==> config.mk <==
export PLATFORM = sky130hd
export DESIGN_NAME = dmem_arbiter
export DESIGN_NICKNAME = d
export VERILOG_FILES = /design/src/rtl/dmem_arbiter.sv
export SDC_FILE = /design/constraint.sdc
export NUM_CORES = 1
export LEC_CHECK = 0
export CELL_PAD_IN_SITES_DETAIL_PLACEMENT = 2
export CELL_PAD_IN_SITES_GLOBAL_PLACEMENT = 2
export CORE_UTILIZATION = 10
export CTS_BUF_LIST = sky130_fd_sc_hd__clkbuf_8
export CTS_CLUSTER_DIAMETER = 50
export CTS_CLUSTER_SIZE = 12
export DETAILED_ROUTE_END_ITERATION = 16
export MAX_ROUTING_LAYER = met4
export PLACE_DENSITY = 0.95
export SYNTH_ARGS = -nofsm -noshare
export SYNTH_HDL_FRONTEND = slang
export SYNTH_SLANG_ARGS = --single-unit
export TNS_END_PERCENT = 30
==> constraint.sdc <==
create_clock -name clk -period 3.15 [get_ports clk]
set_input_delay 0.63 -clock clk [delete_from_list [all_inputs] [get_ports clk]]
set_output_delay 0.63 -clock clk [all_outputs]
set_load 0.03 [all_outputs]
==> src/rtl/dmem_arbiter.sv <==
// dmem_arbiter: two-port round-robin arbiter in front of a data memory and a
// memory-mapped I/O register block.
//
// Ports:
//   clk, reset            - clock, synchronous active-high reset
//   c_*                   - CPU requester (port 0): req/we/addr/wdata in, gnt/rvalid/rdata out
//   l_*                   - loader/debug requester (port 1), same shape as c_*
//   mem_we/addr/wdata     - data memory strobes, mem_rdata returns one cycle after the address
//   io_we/addr/wdata      - I/O register block strobes, io_rdata returns one cycle after the address
//   err_clr, err          - clear input and sticky bad-access flag
module dmem_arbiter #(
    parameter int                 DBITS          = 32,
    parameter int                 DMEM_WORD_BITS = 11,
    parameter logic [DBITS-1:0]   IO_BASE        = 32'hF0000000
) (
    input  logic                      clk,
    input  logic                      reset,

    input  logic                      c_req,
    input  logic                      c_we,
    input  logic [DBITS-1:0]          c_addr,
    input  logic [DBITS-1:0]          c_wdata,
    output logic                      c_gnt,
    output logic                      c_rvalid,
    output logic [DBITS-1:0]          c_rdata,

    input  logic                      l_req,
    input  logic                      l_we,
    input  logic [DBITS-1:0]          l_addr,
    input  logic [DBITS-1:0]          l_wdata,
    output logic                      l_gnt,
    output logic                      l_rvalid,
    output logic [DBITS-1:0]          l_rdata,

    output logic                      mem_we,
    output logic [DMEM_WORD_BITS-1:0] mem_addr,
    output logic [DBITS-1:0]          mem_wdata,
    input  logic [DBITS-1:0]          mem_rdata,

    output logic                      io_we,
    output logic [2:0]                io_addr,
    output logic [DBITS-1:0]          io_wdata,
    input  logic [DBITS-1:0]          io_rdata,

    input  logic                      err_clr,
    output logic                      err
);

    // Where the read data of the previous cycle's grant comes from.
    typedef enum logic [1:0] {
        SRC_NONE,
        SRC_MEM,
        SRC_IO
    } src_t;

    logic             last_gnt;   // 1: loader was granted most recently
    logic             c_rv_q;
    logic             l_rv_q;
    src_t             src_q;
    logic             err_q;

    logic             any_gnt;
    logic             sel_we;
    logic [DBITS-1:0] sel_addr;
    logic [DBITS-1:0] sel_wdata;
    logic             aligned;
    logic             mem_legal;
    logic             io_legal;
    logic             illegal;
    logic [DBITS-1:0] rd_mux;

    // Grant: a lone requester wins; on contention the port not granted last wins.
    always_comb begin
        c_gnt = 1'b0;
        l_gnt = 1'b0;
        if (!reset) begin
            if (c_req && (!l_req || last_gnt))
                c_gnt = 1'b1;
            else if (l_req)
                l_gnt = 1'b1;
        end
    end

    assign any_gnt   = c_gnt | l_gnt;
    assign sel_we    = l_gnt ? l_we    : c_we;
    assign sel_addr  = l_gnt ? l_addr  : c_addr;
    assign sel_wdata = l_gnt ? l_wdata : c_wdata;

    assign aligned   = (sel_addr[1:0] == 2'b00);
    assign mem_legal = aligned && (sel_addr[DBITS-1:DMEM_WORD_BITS+2] == '0);
    assign io_legal  = aligned && (sel_addr[DBITS-1:DBITS-4] == IO_BASE[DBITS-1:DBITS-4]);
    assign illegal   = !(mem_legal || io_legal);

    assign mem_we    = any_gnt && sel_we && mem_legal;
    assign io_we     = any_gnt && sel_we && io_legal;
    assign mem_addr  = sel_addr[DMEM_WORD_BITS+1:2];
    assign io_addr   = sel_addr[4:2];
    assign mem_wdata = sel_wdata;
    assign io_wdata  = sel_wdata;

    always_ff @(posedge clk) begin
        if (reset) begin
            c_rv_q   <= 1'b0;
            l_rv_q   <= 1'b0;
            src_q    <= SRC_NONE;
            err_q    <= 1'b0;
            last_gnt <= 1'b1;
        end else begin
            c_rv_q <= c_gnt && !c_we;
            l_rv_q <= l_gnt && !l_we;
            if (any_gnt)
                last_gnt <= l_gnt;
            if (!any_gnt || sel_we)
                src_q <= SRC_NONE;
            else if (mem_legal)
                src_q <= SRC_MEM;
            else if (io_legal)
                src_q <= SRC_IO;
            else
                src_q <= SRC_NONE;
            // A new illegal grant takes priority over a clear in the same cycle.
            if (any_gnt && illegal)
                err_q <= 1'b1;
            else if (err_clr)
                err_q <= 1'b0;
        end
    end

    always_comb begin
        rd_mux = '0;
        case (src_q)
            SRC_MEM: rd_mux = mem_rdata;
            SRC_IO:  rd_mux = io_rdata;
            default: rd_mux = '0;
        endcase
    end

    // A read granted just before reset rises is dropped: reset masks the
    // already-registered rvalid so it never becomes visible.
    assign c_rvalid = c_rv_q && !reset;
    assign l_rvalid = l_rv_q && !reset;
    assign c_rdata  = c_rvalid ? rd_mux : '0;
    assign l_rdata  = l_rvalid ? rd_mux : '0;
    assign err      = err_q;

endmodule
==> impl_metrics.json <==
{
  "clk_pin_slew_worst_paths_ps": 40,
  "cp_data_required_time_ps": 2520,
  "min_period_over_period_pct": 98.6,
  "power.share.sequential_pct": 8.5,
  "max_cap_violations": 0,
  "netSwitchingFraction_pct": 40.7,
  "die_h_microns": 135,
  "synth.top_cell.area_share_pct": 28.7,
  "outcome": "finished clean",
  "share_of_post_route_cells_with_drive_strength_above_1_pct": 25.9,
  "antenna_cells": 0,
  "power.density_mw_per_mm2": 182,
  "post_cts_buffers": 0,
  "clock_insertion_delay_worst_skew_ps": 230,
  "yosysUniqueCellTypes": 26,
  "timing.hold.ws_ps": 605,
  "max-slew-margin-rel_pct": 74.5,
  "globalRoute.totalOverflow": 0,
  "place.detailed.instances": 871,
  "number_of_standard_cell_rows_in_the_floorplan": 48,
  "setup_violations": 0,
  "syn_area_per_cell_sq_um": 5.15,
  "top_level_ports": 348,
  "setup.worst_path.class": "in -> out",
  "fillCellCount": 2045,
  "power.net_switching_mw": 0.392,
  "synthFlopType": "sky130_fd_sc_hd__dfxtp_1",
  "synth_fp_nets": 544,
  "io_buffer_count": 347,
  "intPower_mw": 0.571,
  "comb_power_share_pct": 79.2,
  "synth-async-reset-ratio_pct": 0,
  "first_pass_iters": 4,
  "via_per_inst": 4.07,
  "detail_route.iter0.violations": 39,
  "worstReg2RegStart": "last_gnt",
  "die_area_sq_mm": 0.0182,
  "worstPathMaxFanout": 2,
  "synth_top_cell_by_area": "sky130_fd_sc_hd__nand2_1",
  "nets": 852,
  "area_delta_synth_final_pct": 200,
  "synth.yosys.seq_area_share_pct": 6.80,
  "post-synth-top-count-cell": "sky130_fd_sc_hd__nand2_1",
  "wl_per_cell_microns": 16.7,
  "postSynthCellCount": 343,
  "die_w_microns": 135,
  "cts-hold-fix-buffers": 0,
  "hpwl_microns": 12900,
  "initial_core_util_pct": 10.2,
  "timing.critical_path.to_type": "output pin",
  "grt_start_max_net_pins": 45,
  "totalPowerFinal_mw": 0.963,
  "clock_path_buffers": 2,
  "least_margin_pin_slew_ps": 373,
  "post_synth_instance_area_sq_mm": 0.00177,
  "peakVddDrop_mv": 0.0835,
  "tritoncts": "done",
  "cts_inserted_buffers": 3,
  "antenna_violations_before_repair": 0,
  "dr_total_vias": 3559,
  "grt_pass1_wl_microns": 21500,
  "tritoncts_num_sinks": 6,
  "number_of_warnings_issued_by_yosys": 0,
  "cp.arrival_ps": 2470,
  "crit_path_start_kind": "primary input",
  "htree_num_levels": 1,
  "hold_viol_final": 0,
  "holdCritPathClass": "reg -> reg",
  "synthTopCellsByCount": "135 x sky130_fd_sc_hd__nand2_1, 70 x sky130_fd_sc_hd__nor2_1, 35 x sky130_fd_sc_hd__buf_4",
  "ys_ff_latch": 6,
  "root_cell_of_the_clock_tree": "sky130_fd_sc_hd__clkbuf_8",
  "leakage_nw": 2.28,
  "stdcell_count": 874,
  "worstSetupStartpoint": "c_addr[16]",
  "final-max-slew-violation-count": 0,
  "period_minus_slack_ps": 3100,
  "first_global_vias": 3967,
  "drc": 0,
  "finalClockSkew_ps": 0.670,
  "track_usage_pct": 15.5,
  "cell_types_with_the_largest_area_share_after_synthesis": "sky130_fd_sc_hd__nand2_1 29%, sky130_fd_sc_hd__buf_4 15%, sky130_fd_sc_hd__nor2_1 15%",
  "antenna_left": 0,
  "achievable-frequency_mhz": 322,
  "hold_start": "last_gnt",
  "routabilityCongestion": 0.752,
  "pwr-share-clk_pct": 12.3,
  "finalWirelength_microns": 14600,
  "core-area_sq_mm": 0.0173,
  "synth_edf_count": 0
}
cell families (layout without fill, tap and decap cells):
kind of cell | Yosys count | count (layout) | synth area share, %
buffers and inverters | 62 | 368 | 20.6
DFF | 6 | 6 | 6.80
and+or+nand+nor | 231 | 231 | 53.1
AOI/OAI and AO/OA | 42 | 42 | 18.1
adders and majority gates | 2 | 2 | 1.42
layer usage:
layer	up-vias	routed length, microns	global-route usage [%]
met2	210	7850	30.0
li1	1702	-	-
met3	12	1140	2.67
met5	-	0	-
met1	1635	5450	16.5
met4	0	127	2.12
path summary, 6_finish.rpt:
check	slack, ps	cells past startpoint	to
max reg2reg	1390	5	err
min reg2reg	610	3	last_gnt
min	610	3	last_gnt
max	50	5	mem_we
cell usage in the layout, fill, tap and decap left out, types with 3 or more instances in the layout:
cell and n:
sky130_fd_sc_hd__a22oi_1 32, sky130_fd_sc_hd__buf_12 27, sky130_fd_sc_hd__buf_4 129, sky130_fd_sc_hd__clkbuf_8 3, sky130_fd_sc_hd__clkdlybuf4s50_1 202, sky130_fd_sc_hd__dfxtp_1 6
sky130_fd_sc_hd__inv_1 4, sky130_fd_sc_hd__nand2_1 134, sky130_fd_sc_hd__nand2b_1 3, sky130_fd_sc_hd__nand4_1 4, sky130_fd_sc_hd__nor2_1 70, sky130_fd_sc_hd__nor3_1 3
sky130_fd_sc_hd__nor4_1 7
final cells by class:
class                   instances  area, sq um  share of cell area (%)
clock buffers                   3         41.3                   0.779
inverters                       6         22.5                   0.425
multi-input cells             275         1290                    24.4
flip-flops and latches          6          120                    2.27
well taps                     225          282                    5.31
repair buffers                359         3540                    66.8
stage by stage:
step	setup slack [ps]	cell area (sq um)	setup TNS, ps	utilization [%]
2_1_floorplan	362	1770	0	-
3_3_place_gp	-2.64	5250	-2.64	30.3
3_5_place_dp	-27.7	5250	-27.7	30.3
4_1_cts	11.4	5290	0	30.6
5_1_grt	-25.7	5300	-25.7	30.6
6_report	45.5	5300	0	30.6
state kept, by name (all words and copies together) (netlist names):
signal,cells
src_q,2
c_rv_q,1
err,1
l_rv_q,1
last_gnt,1
worst max-delay path: stages:
cell and delay, ps:
sky130_fd_sc_hd__clkdlybuf4s50_1 430, sky130_fd_sc_hd__or4_4 540, sky130_fd_sc_hd__or4_4 520, sky130_fd_sc_hd__a21oi_2 170
sky130_fd_sc_hd__buf_4 180
what timing repair did:
| action | 4_1_cts | 5_1_grt |
|---|---|---|
| resized for setup | 1 | 2 |
| setup endpoints to repair | 1 | 6 |
| gates cloned | 0 | 0 |
power by group through the flow:
stage               Sequential, mW  Combinational, mW  Clock, mW
finish                      0.0814              0.763      0.118
global route                0.0816              0.803      0.126
CTS                         0.0814              0.773      0.121
detailed placement          0.0826              0.769          0
global placement            0.0824              0.752          0
floorplan                   0.0845              0.312          0
Note: power is estimated with default switching activity, not from simulation.
